--- config.mk ---
export PLATFORM = sky130hd
export DESIGN_NAME = mul_seq_ctrl
export DESIGN_NICKNAME = d
export VERILOG_FILES = /design/src/rtl/mul_seq_ctrl.sv
export SDC_FILE = /design/constraint.sdc
export NUM_CORES = 1
export LEC_CHECK = 0
export BUFFER_PORTS_ARGS = -buffer_cell sky130_fd_sc_hd__buf_2
export CAP_MARGIN = 40
export CORE_ASPECT_RATIO = 0.7
export CORE_MARGIN = 4
export CORE_UTILIZATION = 57
export DETAILED_ROUTE_END_ITERATION = 16
export PLACE_DENSITY = 0.78
export SKIP_CTS_REPAIR_TIMING = 1
export SYNTH_ARGS = -nofsm -noshare
export SYNTH_HDL_FRONTEND = slang
export SYNTH_SLANG_ARGS = --single-unit
--- constraint.sdc ---
create_clock -name clk -period 4.9 [get_ports clk]
set_input_delay 0 -clock clk [delete_from_list [all_inputs] [get_ports clk]]
set_output_delay 0 -clock clk [all_outputs]
set_load 0.02 [all_outputs]
--- src/rtl/mul_seq_ctrl.sv ---
// mul_seq_ctrl: sequential add-shift unsigned multiplier.
// One partial product is accumulated per clock through a single 2*WIDTH-bit adder.
// Ports:
//   clk, rst            clock, synchronous active-high reset
//   in_valid/in_ready   operand handshake (a = multiplicand, b = multiplier)
//   out_valid/out_ready result handshake (r = a*b, 2*WIDTH bits)
//   busy                high while an operation is running or waiting to be taken
module mul_seq_ctrl #(
   parameter int unsigned WIDTH      = 8,
   parameter bit          EARLY_EXIT = 1'b0
) (
   input  logic                 clk,
   input  logic                 rst,
   input  logic                 in_valid,
   output logic                 in_ready,
   input  logic [WIDTH-1:0]     a,
   input  logic [WIDTH-1:0]     b,
   output logic                 out_valid,
   input  logic                 out_ready,
   output logic [2*WIDTH-1:0]   r,
   output logic                 busy
);

   localparam int unsigned PW   = 2 * WIDTH;
   localparam int unsigned CntW = $clog2(WIDTH + 1);
   localparam logic [CntW-1:0] CntLast = CntW'(WIDTH - 1);

   typedef enum logic [1:0] {StIdle, StRun, StDone} state_e;

   state_e          state_q, state_d;
   logic [PW-1:0]   acc_q, acc_d;
   logic [PW-1:0]   mcand_q, mcand_d;
   logic [PW-1:0]   r_q, r_d;
   logic [WIDTH-1:0] mplier_q, mplier_d;
   logic [CntW-1:0] cnt_q, cnt_d;

   logic            accept;
   logic            handshake;
   logic            last_iter;
   logic [PW-1:0]   acc_sum;
   logic [WIDTH-1:0] mplier_shr;

   assign acc_sum    = acc_q + (mplier_q[0] ? mcand_q : '0);
   assign mplier_shr = mplier_q >> 1;
   // Early exit: no set bits remain after this iteration, so further adds contribute nothing.
   assign last_iter  = (cnt_q == CntLast) || (EARLY_EXIT && (mplier_shr == '0));
   assign accept     = in_valid && in_ready;
   assign handshake  = out_valid && out_ready;

   // State register
   always_ff @(posedge clk) begin
      if (rst) begin
         state_q <= StIdle;
      end else begin
         state_q <= state_d;
      end
   end

   // Next-state logic
   always_comb begin
      state_d = state_q;
      unique case (state_q)
         StIdle:  if (accept)    state_d = StRun;
         StRun:   if (last_iter) state_d = StDone;
         StDone:  if (handshake) state_d = StIdle;
         default: state_d = StIdle;
      endcase
   end

   // Output logic
   always_comb begin
      in_ready  = 1'b0;
      out_valid = 1'b0;
      busy      = 1'b0;
      unique case (state_q)
         StIdle:  in_ready = 1'b1;
         StRun:   busy = 1'b1;
         StDone: begin
            out_valid = 1'b1;
            busy      = 1'b1;
         end
         default: in_ready = 1'b0;
      endcase
   end

   // Datapath next-state
   always_comb begin
      acc_d    = acc_q;
      mcand_d  = mcand_q;
      mplier_d = mplier_q;
      cnt_d    = cnt_q;
      r_d      = r_q;
      unique case (state_q)
         StIdle: begin
            if (accept) begin
               acc_d    = '0;
               mcand_d  = {{WIDTH{1'b0}}, a};
               mplier_d = b;
               cnt_d    = '0;
            end
         end
         StRun: begin
            acc_d    = acc_sum;
            mcand_d  = mcand_q << 1;
            mplier_d = mplier_shr;
            cnt_d    = cnt_q + CntW'(1);
            // r only changes on entry to DONE so it never shows partial sums.
            if (last_iter) r_d = acc_sum;
         end
         default: ;
      endcase
   end

   always_ff @(posedge clk) begin
      if (rst) begin
         acc_q    <= '0;
         mcand_q  <= '0;
         mplier_q <= '0;
         cnt_q    <= '0;
         r_q      <= '0;
      end else begin
         acc_q    <= acc_d;
         mcand_q  <= mcand_d;
         mplier_q <= mplier_d;
         cnt_q    <= cnt_d;
         r_q      <= r_d;
      end
   end

   assign r = r_q;

endmodule
==> results.toml, run 1 <==
[outcome]
status = "complete, no violations"

[clock_network]
cts.sinks = 62
cts_made_buffers = 9
clock_latency_ns = 0.34
h-tree-depth = 3
cts-root-buf = "clkbuf_8"
cts_tree = "built"
clock_tree.buffer_depth = 2
clk_pin_slew_ns = 0.06

[placed_design]
hpwlAfterDp_um = 5510
placed_area_um2 = 3560
gp_congestion = 0.967
io_buffers = 38

[sta]
worstMarginPinSlew_ns = 0.606
fin_crit_ns = 2.77
slew-limit-headroom_pct = 59.6
finalSetupViolations = 0
finalCritPeriodShare_pct = 56.5
max_freq_ghz = 0.361
rsz0062_at_grt = "no"
hold_viol_final = 0
fin_setup_tns_ns = 0
drv_slew = 0
hold_ws_ns = 0.00525
clock-skew-final_ns = 0.00799

[layout]
diodes = 0
multiInputGateArea_um2 = 1920
syn_to_final_growth_pct = 16.7
fillers = 420
drive_gt1_share_pct = 16.1
seq_area_um2 = 1240
final_nets = 475
design_area_um2 = 3870

[floorplan]
num_rows = 22
io_pins = 39
initial_core_util_pct = 61.1
coreArea_um2 = 5420
die-width_um = 99.1
dieHeight_um = 71.8
design.die.area_um2 = 7120

[yosys]
yosys_warnings = 0
yosys_register_bits = 62
synth_cells = 397
synth_edf_count = 0
synthFlopType = "dfxtp_1"
yosysTopAreaCell = "dfxtp_1"
synthTopCellsByCount = "dfxtp_1, nor2_1, nand2_1"
post-synth-top-count-cell = "dfxtp_1"
syn_nets = 437
synth_area_per_cell_um2 = 8.35
synth.distinct_cells = 45
synth_area_leaders = "dfxtp_1, ha_1, nor2_1, a21oi_1, a22oi_1"
synth_top_area_share_pct = 37.4
synthesis.area_um2 = 3310
ys_seq_area_share_pct = 37.4
async_reset_ff_share_pct = 0

[routing]
highest_layer = "met4"
dr_wl_met2_um = 3270
dr.pass1.iters = 7
drt_iter0_markers = 270
route.met3.wl_um = 721
drt-met1-wl_um = 3900
post_drt_wl_per_cell_um = 15.5
vias_per_cell = 5.96
wirelength_um = 7960
drc = 0
antenna_left = 0
vias = 3051

[global_routing]
grt_usage_pct = 22.9
grt_max_degree = 32
overflow = 0
grt_antenna_before_repair = 0
grt_pass1_vias = 2664
grt_pass1_wl_um = 13000

[worst_setup_path]
critPathArrivalTime_ns = 2.99
setup.worst_path.start_class = "flip-flop"
endpoint_kind = "flip-flop"
worstSetupPathType = "flip-flop to flip-flop"
cp_max_fo = 18
required_ns = 5.12

[worst_hold_path]
holdCritPathClass = "input pin to flip-flop"

[power]
p_per_area_nw_per_um2 = 324
leakage_nw = 1.61
ir_drop_mv = 0.201

[run]
maxCapViolations = 0
## layout by cell type, fill, tap and decap left out, types with 8 or more instances in the layout
master / n
a211oi_1: 10
a21oi_1: 31
a22oi_1: 20
and2_1: 18
buf_2: 38
clkbuf_8: 10
dfxtp_1: 62
dlygate4sd3_1: 9
ha_1: 19
inv_1: 16
mux2_2: 8
mux2i_1: 8
nand2_1: 36
nor2_1: 52
o21ai_0: 9
o22ai_1: 11
xor2_1: 9
## path summary, 6_finish.rpt
| path | startpoint | endpoint | slack (ns) | cells past startpoint |
|---|---|---|---|---|
| hold / removal | a[6] | mcand_q[6] | 0.005 | 3 |
| setup / recovery | mplier_q[0] | acc_q[15] | 2.13 | 9 |
| setup reg to reg | mplier_q[0] | acc_q[15] | 2.13 | 9 |
| hold reg to reg | r[1] | r[1] | 0.45 | 2 |
## state kept, by name, summed over array words and instances, names as in the netlist
name / flops
acc_q: 16
mcand_q: 16
r: 16
mplier_q: 8
cnt_q: 4
state_q: 2
## final cells by class
| type | instances | area share (%) |
|---|---|---|
| clock inverters | 4 | 1.81 |
| well taps | 72 | 2.33 |
| multi-input cells | 294 | 49.7 |
| repair buffers | 52 | 8.74 |
| flip-flops and latches | 62 | 32.1 |
| clock buffers | 12 | 3.75 |
| inverters | 16 | 1.55 |
## logic make-up after synthesis
family,Yosys count,share of synthesized area (%)
simple gates,134,18.6
compound gates,109,22.3
flops,62,37.4
buf+inv,41,4.64
fa+ha+maj,20,7.78
mux,17,5.44
xor+xnor,14,3.70
## metrics by stage
step / setup slack [ns] / util (%) / instances / total power [mW]
floorplan: 2.38 / - / 397 / 0.714
global placement: 2.28 / 65.2 / 486 / 0.758
detailed placement: 2.19 / 65.7 / 487 / 0.765
CTS: 2.17 / 69.7 / 503 / 1.26
global route: 1.86 / 71.3 / 512 / 1.31
finish: 2.13 / 71.3 / 512 / 1.25
## where the power goes
| group | switching [mW] | internal (mW) |
|---|---|---|
| registers | 0.0254 | 0.529 |
| logic | 0.121 | 0.0866 |
| clock network | 0.190 | 0.299 |
## critical path: stages (launching register included)
cell,delay (ns)
dfxtp_1,0.60
and2_1,0.21
ha_1,0.31
and2_4,0.21
o211a_1,0.22
a211oi_2,0.20
nand2_1,0.12
a311o_1,0.36
and3b_1,0.18
a311o_1,0.26
## metal layers
layer,global-route usage [%],up-vias
li1,-,1505
met1,34.1,1403
met2,31.3,133
met3,7.00,10
met4,6.97,0
met5,0,-
Power figures use the tool's default switching activity.
==> run 2, diff against run 1 <==
==> constraint.sdc (replaced) <==
create_clock -name clk -period 2.85 [get_ports clk]
set_input_delay 0 -clock clk [delete_from_list [all_inputs] [get_ports clk]]
set_output_delay 0 -clock clk [all_outputs]
set_load 0.02 [all_outputs]
==> run 2 against run 1 <==
- the flow now finishes with violations (hold timing)
- worst setup slack got worse by 1.8 ns
- largest cell class unchanged
- worst hold slack worse by 0.019 ns
- register-to-register slack got worse by 1.8 ns
- via count fell by 2.7%
- critical path type unchanged
- first-iteration DRC count fell by 15%
- highest routed layer unchanged
- largest power group unchanged
- sequential power up 72%
- die area did not move
==> results.toml, run 2 (same netlist as run 1, synthesis figures left out) <==
[outcome]
violations = "hold timing"
status = "complete, but fails checks"

[global_routing]
overflow = 0
grt_pass1_wl_um = 13000
grt_antenna_before_repair = 0
grt_usage_pct = 22.5
grt_max_degree = 54
grt_pass1_vias = 2685

[sta]
finalSetupViolations = 0
rsz0062_at_grt = "no"
finalCritPeriodShare_pct = 88.9
hold_ws_ns = -0.0141
fin_crit_ns = 2.53
clock-skew-final_ns = 0.00477
worstMarginPinSlew_ns = 0.745
fin_setup_tns_ns = 0
max_freq_ghz = 0.395
hold_viol_final = 5
drv_slew = 0
slew-limit-headroom_pct = 49.4

[worst_setup_path]
cp_max_fo = 18
critPathArrivalTime_ns = 2.77
path_buf_inv = 0
slowest_stage = "dfxtp_2"
critPathMaxStageDelay_ns = 0.40
crit_chain = "and2_1 -> ha_1 -> and2_4 -> o211a_1 -> a211oi_2 -> nand2_1 -> a311o_1 -> and3b_1 -> a311o_1"
required_ns = 3.08
setup.worst_path.start_class = "flip-flop"
crit_top_cell = "a311o_1"
worstSetupPathType = "flip-flop to flip-flop"
critPathTopFamily = "compound AO/OA/AOI/OAI gates"
endpoint_kind = "flip-flop"

[routing]
post_drt_wl_per_cell_um = 15.1
antenna_left = 0
dr.pass1.iters = 5
vias = 2969
vias_per_cell = 5.81
wirelength_um = 7730
drc = 0
drt_iter0_markers = 230

[floorplan]
die-width_um = 99.1
io_pins = 39
initial_core_util_pct = 61.1
num_rows = 22
dieHeight_um = 71.8
coreArea_um2 = 5420
design.die.area_um2 = 7120

[power]
ir_drop_mv = 0.310
leakage_nw = 1.60
total_power_mw = 2.11
p_per_area_nw_per_um2 = 550

[clock_network]
cts.sinks = 62
cts_tree = "built"
clock_latency_ns = 0.34
h-tree-depth = 3
cts-root-buf = "clkbuf_8"
clk_pin_slew_ns = 0.07
cts_made_buffers = 9
clock_tree.buffer_depth = 2

[worst_hold_path]
holdCritPathClass = "input pin to flip-flop"

[placed_design]
io_buffers = 38
hpwlAfterDp_um = 5580
gp_congestion = 0.941

[layout]
drive_gt1_share_pct = 17.1
diodes = 0
final_common_cell = "dfxtp_1"
syn_to_final_growth_pct = 15.7
utilization_pct = 70.7
final_nets = 474
final_cell_mix = "dfxtp_1, nor2_1, buf_2"

[run]
maxCapViolations = 0
## run 2: final cells by class
class / instances / area [um^2]
multi-input combinational: 294 / 1930
clock buffer: 13 / 159
inverter: 16 / 60.1
tap: 72 / 90.1
fill: 448 / 1590
sequential: 62 / 1240
clock inverter: 3 / 42.5
timing repair buffer: 51 / 315
## run 2: per-layer routing
metal  track usage (%)  wire, um  vias up
met5                 0         0        -
met1              33.6      3910     1372
met4              6.52        82        0
met2              31.8      3200       90
met3              5.74       546       13
li1                  -         -     1494
## run 2: metrics by stage
| stage | hold WS [ns] | instance area [um^2] | std cells | setup WS, ns |
|---|---|---|---|---|
| 6_report | -0.0141 | 3840 | 511 | 0.317 |
| 5_1_grt | 0.000665 | 3840 | 511 | 0.107 |
| 4_1_cts | -0.0648 | 3770 | 505 | 0.0942 |
| 3_5_place_dp | 0.294 | 3570 | 489 | 0.117 |
| 3_3_place_gp | 0.280 | 3570 | 489 | 0.243 |
| 2_1_floorplan | 0.197 | 3310 | 397 | 0.333 |
## run 2: worst register-to-register path, delay by kind of cell, from the launching register on
kind / cells / cell delay, ns
AOI/OAI and AO/OA: 4 / 1.01
and+or+nand+nor: 4 / 0.67
adders and majority gates: 1 / 0.35
DFF: 1 / 0.40
## run 2: worst paths after layout
path	start	endpoint	slack, ns	cells after the start
max reg2reg	mplier_q[0]	acc_q[15]	0.32	9
min	b[3]	mplier_q[3]	-0.01	3
min reg2reg	r[3]	r[3]	0.45	2
max	mplier_q[0]	acc_q[15]	0.32	9
## run 2: where the power goes
group	internal [mW]	switching (mW)	leakage [nW]
Combinational	0.151	0.213	0.995
Clock	0.451	0.338	0.0996
Sequential	0.911	0.0460	0.504
Total	1.51	0.597	1.60
